## src/rtl/servo_pkg.sv

```systemverilog
// servo_pkg: shared state encoding and default timing for the servo sweep blocks.
package servo_pkg;
   typedef enum logic [2:0] {
      ST_OFF      = 3'd0,
      ST_UP       = 3'd1,
      ST_DWELL_HI = 3'd2,
      ST_DOWN     = 3'd3,
      ST_DWELL_LO = 3'd4
   } state_t;
   localparam int DEF_PERIOD_US   = 20000;
   localparam int DEF_MIN_US      = 1000;
   localparam int DEF_MAX_US      = 2000;
   localparam int DEF_STEP_US     = 35;
   localparam int DEF_STEP_FRAMES = 10;
endpackage

```

## src/rtl/frame_counter.sv

```systemverilog
// frame_counter: modulo-PERIOD_US frame counter with enable/clear, boundary strobe
// and a registered frame_start pulse one cycle after the count sits at 0.
module frame_counter #(
   parameter int W         = 15,
   parameter int PERIOD_US = 20000
) (
   input  logic         clk_us,
   input  logic         rst_n,
   input  logic         en,
   input  logic         clr,
   output logic [W-1:0] cnt,
   output logic         boundary,
   output logic         frame_start
);
   logic run;
   assign run      = en && !clr;
   assign boundary = run && (cnt == W'(PERIOD_US - 1));
   always_ff @(posedge clk_us or negedge rst_n) begin
      if (!rst_n) begin
         cnt         <= '0;
         frame_start <= 1'b0;
      end else begin
         cnt         <= clr ? '0 : !en ? cnt : boundary ? '0 : cnt + 1'b1;
         frame_start <= run && (cnt == '0);
      end
   end
endmodule

```

## src/rtl/servo_sweep_pwm.sv

```systemverilog
// servo_sweep_pwm: oscillating servo PWM driver sweeping between end stops.
// Define SERVO_SWEEP_RANGE_EN to take the end stops from the lo_us/hi_us ports.
module servo_sweep_pwm
   import servo_pkg::*;
#(
   parameter int W            = 15,
   parameter int PERIOD_US    = DEF_PERIOD_US,
   parameter int MIN_US       = DEF_MIN_US,
   parameter int MAX_US       = DEF_MAX_US,
   parameter int STEP_US      = DEF_STEP_US,
   parameter int STEP_FRAMES  = DEF_STEP_FRAMES,
   parameter int DWELL_FRAMES = 0
) (
   input  logic         clk_us,
   input  logic         rst_n,
   input  logic         enable,
   input  logic         hold,
`ifdef SERVO_SWEEP_RANGE_EN
   input  logic [W-1:0] lo_us,
   input  logic [W-1:0] hi_us,
`endif
   output logic         pwm,
   output logic [W-1:0] pos,
   output logic         dir,
   output logic [2:0]   state,
   output logic         frame_start
);
   logic [W-1:0] cnt, lo, hi, pos_c, up_pos, dn_pos, step_cnt, dwell_cnt;
   logic [W-1:0] pos_n, step_n, dwell_n;
   logic [W:0]   sum, diff;
   logic         boundary, upd, step, dwell_end, dir_n;
   state_t       st, st_n;

   frame_counter #(.W(W), .PERIOD_US(PERIOD_US)) u_frame (
      .clk_us     (clk_us),
      .rst_n      (rst_n),
      .en         (enable),
      .clr        (!enable),
      .cnt        (cnt),
      .boundary   (boundary),
      .frame_start(frame_start)
   );

   assign upd = boundary && !hold;

`ifdef SERVO_SWEEP_RANGE_EN
   logic [W-1:0] lo_r, hi_r;
   logic         range_ok;
   assign range_ok = lo_us < hi_us;
   assign lo       = range_ok ? lo_us : lo_r;
   assign hi       = range_ok ? hi_us : hi_r;
   always_ff @(posedge clk_us or negedge rst_n) begin
      if (!rst_n) begin
         lo_r <= W'(MIN_US);
         hi_r <= W'(MAX_US);
      end else if (upd) begin
         lo_r <= lo;
         hi_r <= hi;
      end
   end
`else
   assign lo = W'(MIN_US);
   assign hi = W'(MAX_US);
`endif

   // One extra bit keeps pos+STEP and pos-STEP from wrapping before the clamp.
   assign pos_c     = pos < lo ? lo : pos > hi ? hi : pos;
   assign sum       = {1'b0, pos_c} + (W+1)'(STEP_US);
   assign diff      = {1'b0, pos_c} - (W+1)'(STEP_US);
   assign up_pos    = sum >= {1'b0, hi} ? hi : sum[W-1:0];
   assign dn_pos    = (diff[W] || diff <= {1'b0, lo}) ? lo : diff[W-1:0];
   assign step      = step_cnt == W'(STEP_FRAMES - 1);
   assign dwell_end = dwell_cnt == W'(DWELL_FRAMES - 1);

   always_comb begin
      st_n    = st;
      pos_n   = pos;
      dir_n   = dir;
      step_n  = step_cnt;
      dwell_n = dwell_cnt;
      if (!enable)
         st_n = ST_OFF;
      else if (upd) begin
         pos_n = pos_c;
         case (st)
            ST_OFF: st_n = dir ? ST_DOWN : ST_UP;
            ST_UP, ST_DOWN: begin
               step_n = step ? '0 : step_cnt + 1'b1;
               if (step) begin
                  pos_n = (st == ST_UP) ? up_pos : dn_pos;
                  if ((st == ST_UP) ? (up_pos == hi) : (dn_pos == lo)) begin
                     dir_n = ~dir;
                     st_n  = (st == ST_UP) ? ((DWELL_FRAMES > 0) ? ST_DWELL_HI : ST_DOWN)
                                           : ((DWELL_FRAMES > 0) ? ST_DWELL_LO : ST_UP);
                  end
               end
            end
            ST_DWELL_HI, ST_DWELL_LO: begin
               dwell_n = dwell_end ? '0 : dwell_cnt + 1'b1;
               if (dwell_end)
                  st_n = (st == ST_DWELL_HI) ? ST_DOWN : ST_UP;
            end
            default: st_n = ST_OFF;
         endcase
      end
   end

   always_ff @(posedge clk_us or negedge rst_n) begin
      if (!rst_n) begin
         st        <= ST_OFF;
         pos       <= W'(MIN_US);
         dir       <= 1'b0;
         step_cnt  <= '0;
         dwell_cnt <= '0;
         pwm       <= 1'b0;
      end else begin
         st        <= st_n;
         pos       <= pos_n;
         dir       <= dir_n;
         step_cnt  <= step_n;
         dwell_cnt <= dwell_n;
         pwm       <= enable && (cnt < pos);
      end
   end

   assign state = st;
endmodule

```

## config.mk

```make
export PLATFORM = sky130hd
export DESIGN_NAME = servo_sweep_pwm
export DESIGN_NICKNAME = d
export VERILOG_FILES = /design/src/rtl/servo_pkg.sv /design/src/rtl/frame_counter.sv /design/src/rtl/servo_sweep_pwm.sv
export SDC_FILE = /design/constraint.sdc
export NUM_CORES = 1
export LEC_CHECK = 0
export CAP_MARGIN = 15
export CORE_ASPECT_RATIO = 1.5
export CORE_MARGIN = 2
export CORE_UTILIZATION = 37
export DETAILED_ROUTE_END_ITERATION = 8
export DONT_BUFFER_PORTS = 1
export GPL_TIMING_DRIVEN = 0
export PLACE_DENSITY_LB_ADDON = 0.3
export SLEW_MARGIN = 5
export SYNTH_ARGS = -nofsm -noshare
export SYNTH_HDL_FRONTEND = slang
export SYNTH_HIERARCHICAL = 1
export SYNTH_SLANG_ARGS = --single-unit
```

## constraint.sdc

```tcl
create_clock -name clk_us -period 3.95 [get_ports clk_us]
set_input_delay 0.395 -clock clk_us [delete_from_list [all_inputs] [get_ports clk_us]]
set_output_delay 0.395 -clock clk_us [all_outputs]
set_load 0.01 [all_outputs]
```

Yosys cells after proc, flatten, opt, wreduce, memory -nomap -nowiden
Index checks and enable logic that the tools add are counted.
W data, S select, Z words.
{ "word_totals": {"register_bits": 66, "in_bits": 4} }
{ "classes": {"n_addsub": 5, "order_cmp": 5, "n_eq_ne": 13, "muxes": 21, "bitwise": 1, "n_reduce_logical": 15} }
{ "op_table": {"columns": ["op", "count"], "rows": [
  ["$mux W15", 11],
  ["$add A15 B1 Y15 const B", 3],
  ["$eq A15 B15 Y1 const B", 2],
  ["$add A15 B6 Y16 const B", 1],
  ["$ge A16 B11 Y1 const B", 1],
  ["$le A16 B10 Y1 const B", 1],
  ["$sub A15 B6 Y16 const B", 1],
  ["$eq A15 B10 Y1 const B", 1],
  ["$eq A15 B11 Y1 const B", 1],
  ["$eq A15 B4 Y1 const B", 1],
  ["$gt A15 B11 Y1 const B", 1],
  ["$logic_not A15 Y1", 1],
  ["$lt A15 B10 Y1 const B", 1],
  ["$lt A15 B15 Y1", 1],
  ["$mux W3", 5],
  ["$ne A3 B3 Y1 const B", 3],
  ["$pmux W3 S3", 1],
  ["$eq A3 B2 Y1 const B", 2],
  ["$mux W2", 3],
  ["$reduce_and A3 Y1", 2],
  ["$reduce_and A5 Y1", 1],
  ["$logic_and A1 B1 Y1", 4],
  ["$reduce_and A4 Y1", 1],
  ["$reduce_or A2 Y1", 2],
  ["other kinds (9)", 9]
]} }

Longest topological paths before layout
{ "depth": {"depth_word": 14, "mapped_depth": 20, "ltp_nobuf": 16} }

Hierarchy
The synthesis kept the hierarchy.
{ "by_module_without_submodules": {"columns": ["module", "instances", "cells_each", "area_per_inst_um2", "seq_area_each_um2"], "rows": [
  ["servo_sweep_pwm", 1, 446, 3817.4, 1233.7],
  ["frame_counter", 1, 111, 1046.0, 400.4]
]} }

Least setup slack after synthesis
OpenSTA, ideal clock, no wires.
{ "synth_timing": {"path_type": "reg2reg", "start": "reg pos[12]", "end": "reg pos[8]", "setup_time_ns": 0.094, "arrival_ns": 3.873, "required_time_ns": 3.856, "slack_ns": -0.016, "stages_incl_launch_ff": 16, "path_buffers": 1, "period_less_slack_ns": 3.966, "cell_sequence": "dfrtp_1 or4_4 a311oi_4 nor2_1 nand2_1 inv_1 ha_1 clkbuf_1 or4_1 nand3_1 a21oi_1 or4_1 a21oi_1 a2bb2oi_1 a21oi_1 a2bb2oi_1"} }
{ "synth_between": {"elab_chain_len": 10, "word_cells_on_any_way": 14} }
{ "synth_rtl": {"columns": ["item", "line", "source"], "rows": [
  ["start: declaration", "servo_sweep_pwm.sv:23", "output logic [W-1:0] pos,"],
  ["start signal: assignment", "servo_sweep_pwm.sv:111", "pos <= W'(MIN_US);"],
  ["start signal: assignment", "servo_sweep_pwm.sv:118", "pos <= pos_n;"],
  ["$gt A15 B11 Y1", "servo_sweep_pwm.sv:67", "assign pos_c = pos < lo ? lo : pos > hi ? hi : pos;"],
  ["$mux W15", "servo_sweep_pwm.sv:67", null],
  ["$mux W15 *", "servo_sweep_pwm.sv:67", null],
  ["$sub A15 B6 Y16", "servo_sweep_pwm.sv:69", "assign diff = {1'b0, pos_c} - (W+1)'(STEP_US);"],
  ["$le A16 B10 Y1", "servo_sweep_pwm.sv:71", "assign dn_pos = (diff[W] || diff <= {1'b0, lo}) ? lo : diff[W-1:0];"],
  ["$logic_or A1 B1 Y1", "servo_sweep_pwm.sv:71", null],
  ["$mux W15", "servo_sweep_pwm.sv:71", null],
  ["$mux W15", "servo_sweep_pwm.sv:90", "pos_n = (st == ST_UP) ? up_pos : dn_pos;"],
  ["$mux W15", "servo_sweep_pwm.sv:89", "if (step) begin"],
  ["$mux W15 *", "servo_sweep_pwm.sv:85", "case (st)"]
]} }
Every way passes the cells marked *; elsewhere a longest branch is shown, timed or not.
A chain may end at the register's enable or synchronous reset.

Worst setup path after layout
{ "layout_timing": {"start": "reg pos[2]", "end": "reg st[1] (netlist: state[1])"} }
{ "layout_between": {"elab_chain_len": 11, "word_cells_on_any_way": 16} }
{ "layout_rtl": {"columns": ["item", "line", "source"], "rows": [
  ["$gt A15 B11 Y1", "servo_sweep_pwm.sv:67", null],
  ["$mux W15", "servo_sweep_pwm.sv:67", null],
  ["$mux W15 *", "servo_sweep_pwm.sv:67", null],
  ["$sub A15 B6 Y16", "servo_sweep_pwm.sv:69", null],
  ["$le A16 B10 Y1", "servo_sweep_pwm.sv:71", null],
  ["$logic_or A1 B1 Y1", "servo_sweep_pwm.sv:71", null],
  ["$mux W15", "servo_sweep_pwm.sv:71", null],
  ["$eq A15 B10 Y1", "servo_sweep_pwm.sv:91", "if ((st == ST_UP) ? (up_pos == hi) : (dn_pos == lo)) begin"],
  ["$mux W1 *", "servo_sweep_pwm.sv:91", null],
  ["$ne A3 B3 Y1 (no line) *", null, null],
  ["$reduce_and A4 Y1 (no line) *", null, null],
  ["end signal: assignment", "servo_sweep_pwm.sv:117", "st <= st_n;"],
  ["end: declaration", "servo_sweep_pwm.sv:32", "state_t st, st_n;"]
]} }
Marked as above.

==> run_results.csv <==
group,metric,value,unit
finish,diodes,0,
pwr,p_sw_share,23.0,%
timing,final_hold_viol_count,0,
critical_path,critical-path-top-delay-family,"simple AND/OR/NAND/NOR gates",
floorplan,start_util,37.7,%
placed_design,io_buffers,0,
cts,clk_pin_slew,60,ps
finish,nNetsFinal,615,
route,drtIter0Drc,435,
route,drc_errors,0,
synthesis,synth-main-ff-cell,"dfrtp_1",
pwr,p_per_area,304,mW/mm^2
synthesis,synth_cell_types,88,
critical_path,max_stage_delay,420,ps
timing,slew_violations,0,
floorplan,core-area,0.0129,mm^2
pwr,finalPower,1.72,mW
cts,cts_buffers,9,
timing,period_share,96.9,%
synthesis,synth_area_per_cell,8.73,um^2
critical_path,crit_cells,15,
pwr,clkPwrFrac,54.6,%
synthesis,ys_ff_latch,65,
grt,grt_pass1_wl,23.1,mm
route,dr.pass1.iters,5,
timing,slew_headroom,33.6,%
synthesis,yosysTopAreaCell,"dfrtp_1",
synthesis,netlist.area_leader.share,30.4,%
critical_path,crit_required,4210,ps
placed_design,gp_congestion,0.928,
floorplan,num_io_pins,25,
route,viasPerCell,6.00,
floorplan,die_h,144,um
pwr,power_frac_seq,40.2,%
synthesis,seq_area_frac_synth,33.6,%
synthesis,netlist_area,0.00486,mm^2
timing,period_minus_slack,3830,ps
critical_path,r2r_cells,15,
cts,cts_tree,"done",
synthesis,synth_common_cells,"59 x dfrtp_1, 57 x nand2_1, 48 x nor2_1",
grt,grt_pass1_vias,4521,
synthesis,synthXorXnorAreaFrac,6.84,%
pwr,vdd.ir_drop.worst,230,uV
placed_design,dpl.hpwl,10.2,mm
route,vias,4500,
critical_path,cp-start-kind,"flip-flop",
timing,rsz0062_at_grt,"yes",
pwr,power_leakage,2.49,nW
synthesis,synthAdderAreaFrac,6.43,%
finish,syn2layout_area_growth,16.5,%
cts,h-tree-depth,3,
finish,stdcell_count,750,
synthesis,yosysMostFrequentCell,"dfrtp_1",
pwr,power.switching,396,uW
critical_path,critPathSlowestCell,"dfrtp_1",
synthesis,synthMuxAreaShare,0.437,%
synthesis,synth_compound_area_share,22.8,%
critical_path,critical_path.startpoint,"pos[2]",
grt,grt_usage,20.7,%
floorplan,rows,51,
critical_path,reg2reg_setup_slack,120,ps
route,drt-total-wl,14.0,mm
cts,clock_sinks,65,
synthesis,syn_nets,586,
timing,fin_worst_skew,8.06,ps
route,ant_nets,0,
synthesis,syn_inst,557,
status,status,"complete, no violations",
placed_design,dpl_cell_area,0.00507,mm^2
critical_path,path_buf_inv,1,
floorplan,die-area,0.0141,mm^2
cts,root_buffer,"clkbuf_16",
route,wire_per_inst,18.7,um
critical_path,r2r-end,"state[1]",
grt,grt-ovfl-total,0,
min_path,holdCritStartpoint,"enable",
synthesis,synthArstFlopShare,100,%
pwr,internal-power,1.32,mW
finish,drive_gt1_share,16.1,%
cts,cts.path.max_buffers,2,
critical_path,crit_top_cell,"nand2_1",
floorplan,fp.dieW,97.6,um
timing,tightest_slew,971,ps
grt,antenna_found_initial,0,
cts,worst_skew_pair.late_latency,340,ps
placed_design,dpl.cell_count,717,
critical_path,crit_type,"flip-flop to flip-flop",
critical_path,crit_path_end_kind,"flip-flop",
synthesis,synth.area.top_cells,"dfrtp_1 30%, ha_1 6.4%, nand2_1 4.4%",
timing,setup_violations,0,
finish,fin_area,0.00566,mm^2
critical_path,reg2reg_from,"pos[2]",
grt,grt_start_max_net_pins,66,
synthesis,synth-simple-area-share,23.9,%
critical_path,worstPathMaxFanout,8,
timing,max_freq,261,MHz
placed_design,dpl_worst_slack,-893,ps
synthesis,yosys_warnings,6,
pwr,power_frac_comb,5.3,%
synthesis,synth_top_family_by_area,"simple AND/OR/NAND/NOR gates",
timing,worst_slack,122,ps
critical_path,setup.worst_path.end,"state[1]",
min_path,min_path_type,"input pin to flip-flop",
critical_path,cp_cell_sequence,"buf_2 > nor4b_4 > nand4_2 > nand2_1 > nand2_4 > nor2_4 > nand2_1 > ha_1 > o31a_1 > xnor2_1 > nor4_2 > o221ai_2 > or2_4 > a211o_1 > a31oi_1",
run,drv_cap,0,
critical_path,critPathArrivalTime,4080,ps
synthesis,synth_edf_count,0,
-- placed cells by master (no fill, tap or decap), types with 5 or more instances in the layout --
cell type  synthesis  routed
xor2_1            18      18
dfrtp_1           59      58
o31ai_1            7       7
o21ai_0           20      20
clkbuf_16          0       9
nand3_1           17      17
a211o_1            6       6
nor3_1             9       9
buf_4              1      18
inv_1             25      24
nand2_1           57      56
a21o_1             8       8
buf_2              5       5
a31oi_1           11      11
nor2_1            48      45
a21oi_1           32      30
nor2b_1            6       6
xnor2_1           20      20
nor4_1             7       6
ha_1              25      24
and3_1            12      12
nor4bb_1           5       5
nand4_1           12      12
buf_6              6       6
clkbuf_1          14      12
a211oi_1           7       7
o22ai_1            7       7
dfstp_2            6       6
-- routing by layer --
layer | routed length (um) | vias up | global-route usage, % | share of wire, %
met1 | 5490 | 2140 | 22.3 | 39
li1 | - | 2110 | - | -
met5 | 0 | - | 0 | 0
met2 | 7010 | 177 | 36.7 | 50
met4 | 841 | 0 | 13.4 | 6.0
met3 | 708 | 73 | 4.20 | 5.0
-- flip-flops by register name, summed over array words and instances, names as in the netlist --
name                 flops
dir                      1
dwell_cnt               15
pos                     15
pwm                      1
state                    2
step_cnt                15
u_frame/cnt             15
u_frame/frame_start      1
-- cells by family (layout without fill, tap and decap cells) --
logic type / count (synthesis) / after routing
and+or+nand+nor: 216 / 216
AOI/OAI and AO/OA: 153 / 153
DFF: 65 / 65
buffers and inverters: 57 / 91
xor gates and xnor gates: 38 / 38
adders and majority gates: 25 / 25
muxes: 2 / 2
other: 1 / 1
-- through the flow --
step | hold WS (ps) | TNS, ps | util (%)
after floorplan | 99.4 | 0 | -
after global placement | 101 | -10140 | 39.3
after detailed placement | 101 | -9540 | 39.3
after CTS | 268 | 0 | 43.0
after global routing | 307 | -81.3 | 43.9
final | 271 | 0 | 43.9
-- worst register-to-register path: stages (launching register included) --
cell and delay [ps]:
dfrtp_1 420, buf_2 200, nor4b_4 250, nand4_2 200
nand2_1 160, nand2_4 80, nor2_4 160, nand2_1 110
ha_1 280, o31a_1 360, xnor2_1 180, nor4_2 410
o221ai_2 210, or2_4 290, a211o_1 290, a31oi_1 150
-- power by group through the flow --
stage	sequential, mW	combinational, mW	clock [mW]
final	0.691	0.0909	0.939
after floorplan	0.697	0.0529	0
after global routing	0.692	0.101	0.982
after global placement	0.702	0.0681	0
after detailed placement	0.702	0.0695	0
after CTS	0.690	0.0896	0.957
-- how the worst min path moves through the flow --
stage	to	slack, ps	cells after the start
2_1_floorplan	dir	100	0
3_3_place_gp	step_cnt[8]	100	0
3_5_place_dp	step_cnt[8]	100	0
4_1_cts	u_frame/cnt[2]	270	3
5_1_grt	u_frame/cnt[2]	310	3
6_report	u_frame/cnt[2]	270	3
-- cell type report --
type | instances | area (um^2)
tap | 159 | 199
timing repair buffer | 20 | 170
fill | 1271 | 7230
clock inverter | 7 | 118
clock buffer | 9 | 225
multi-input combinational | 435 | 3030
sequential | 65 | 1640
buffer | 28 | 180
inverter | 27 | 103
-- what timing repair did --
item,in CTS,in global routing
setup endpoints to repair,14,13
hold buffers,2,0
gates resized for setup,14,8
setup buffers,4,13
hold endpoints to repair,65,0
pin swaps,3,7
Note: power is estimated with default switching activity, not from simulation.
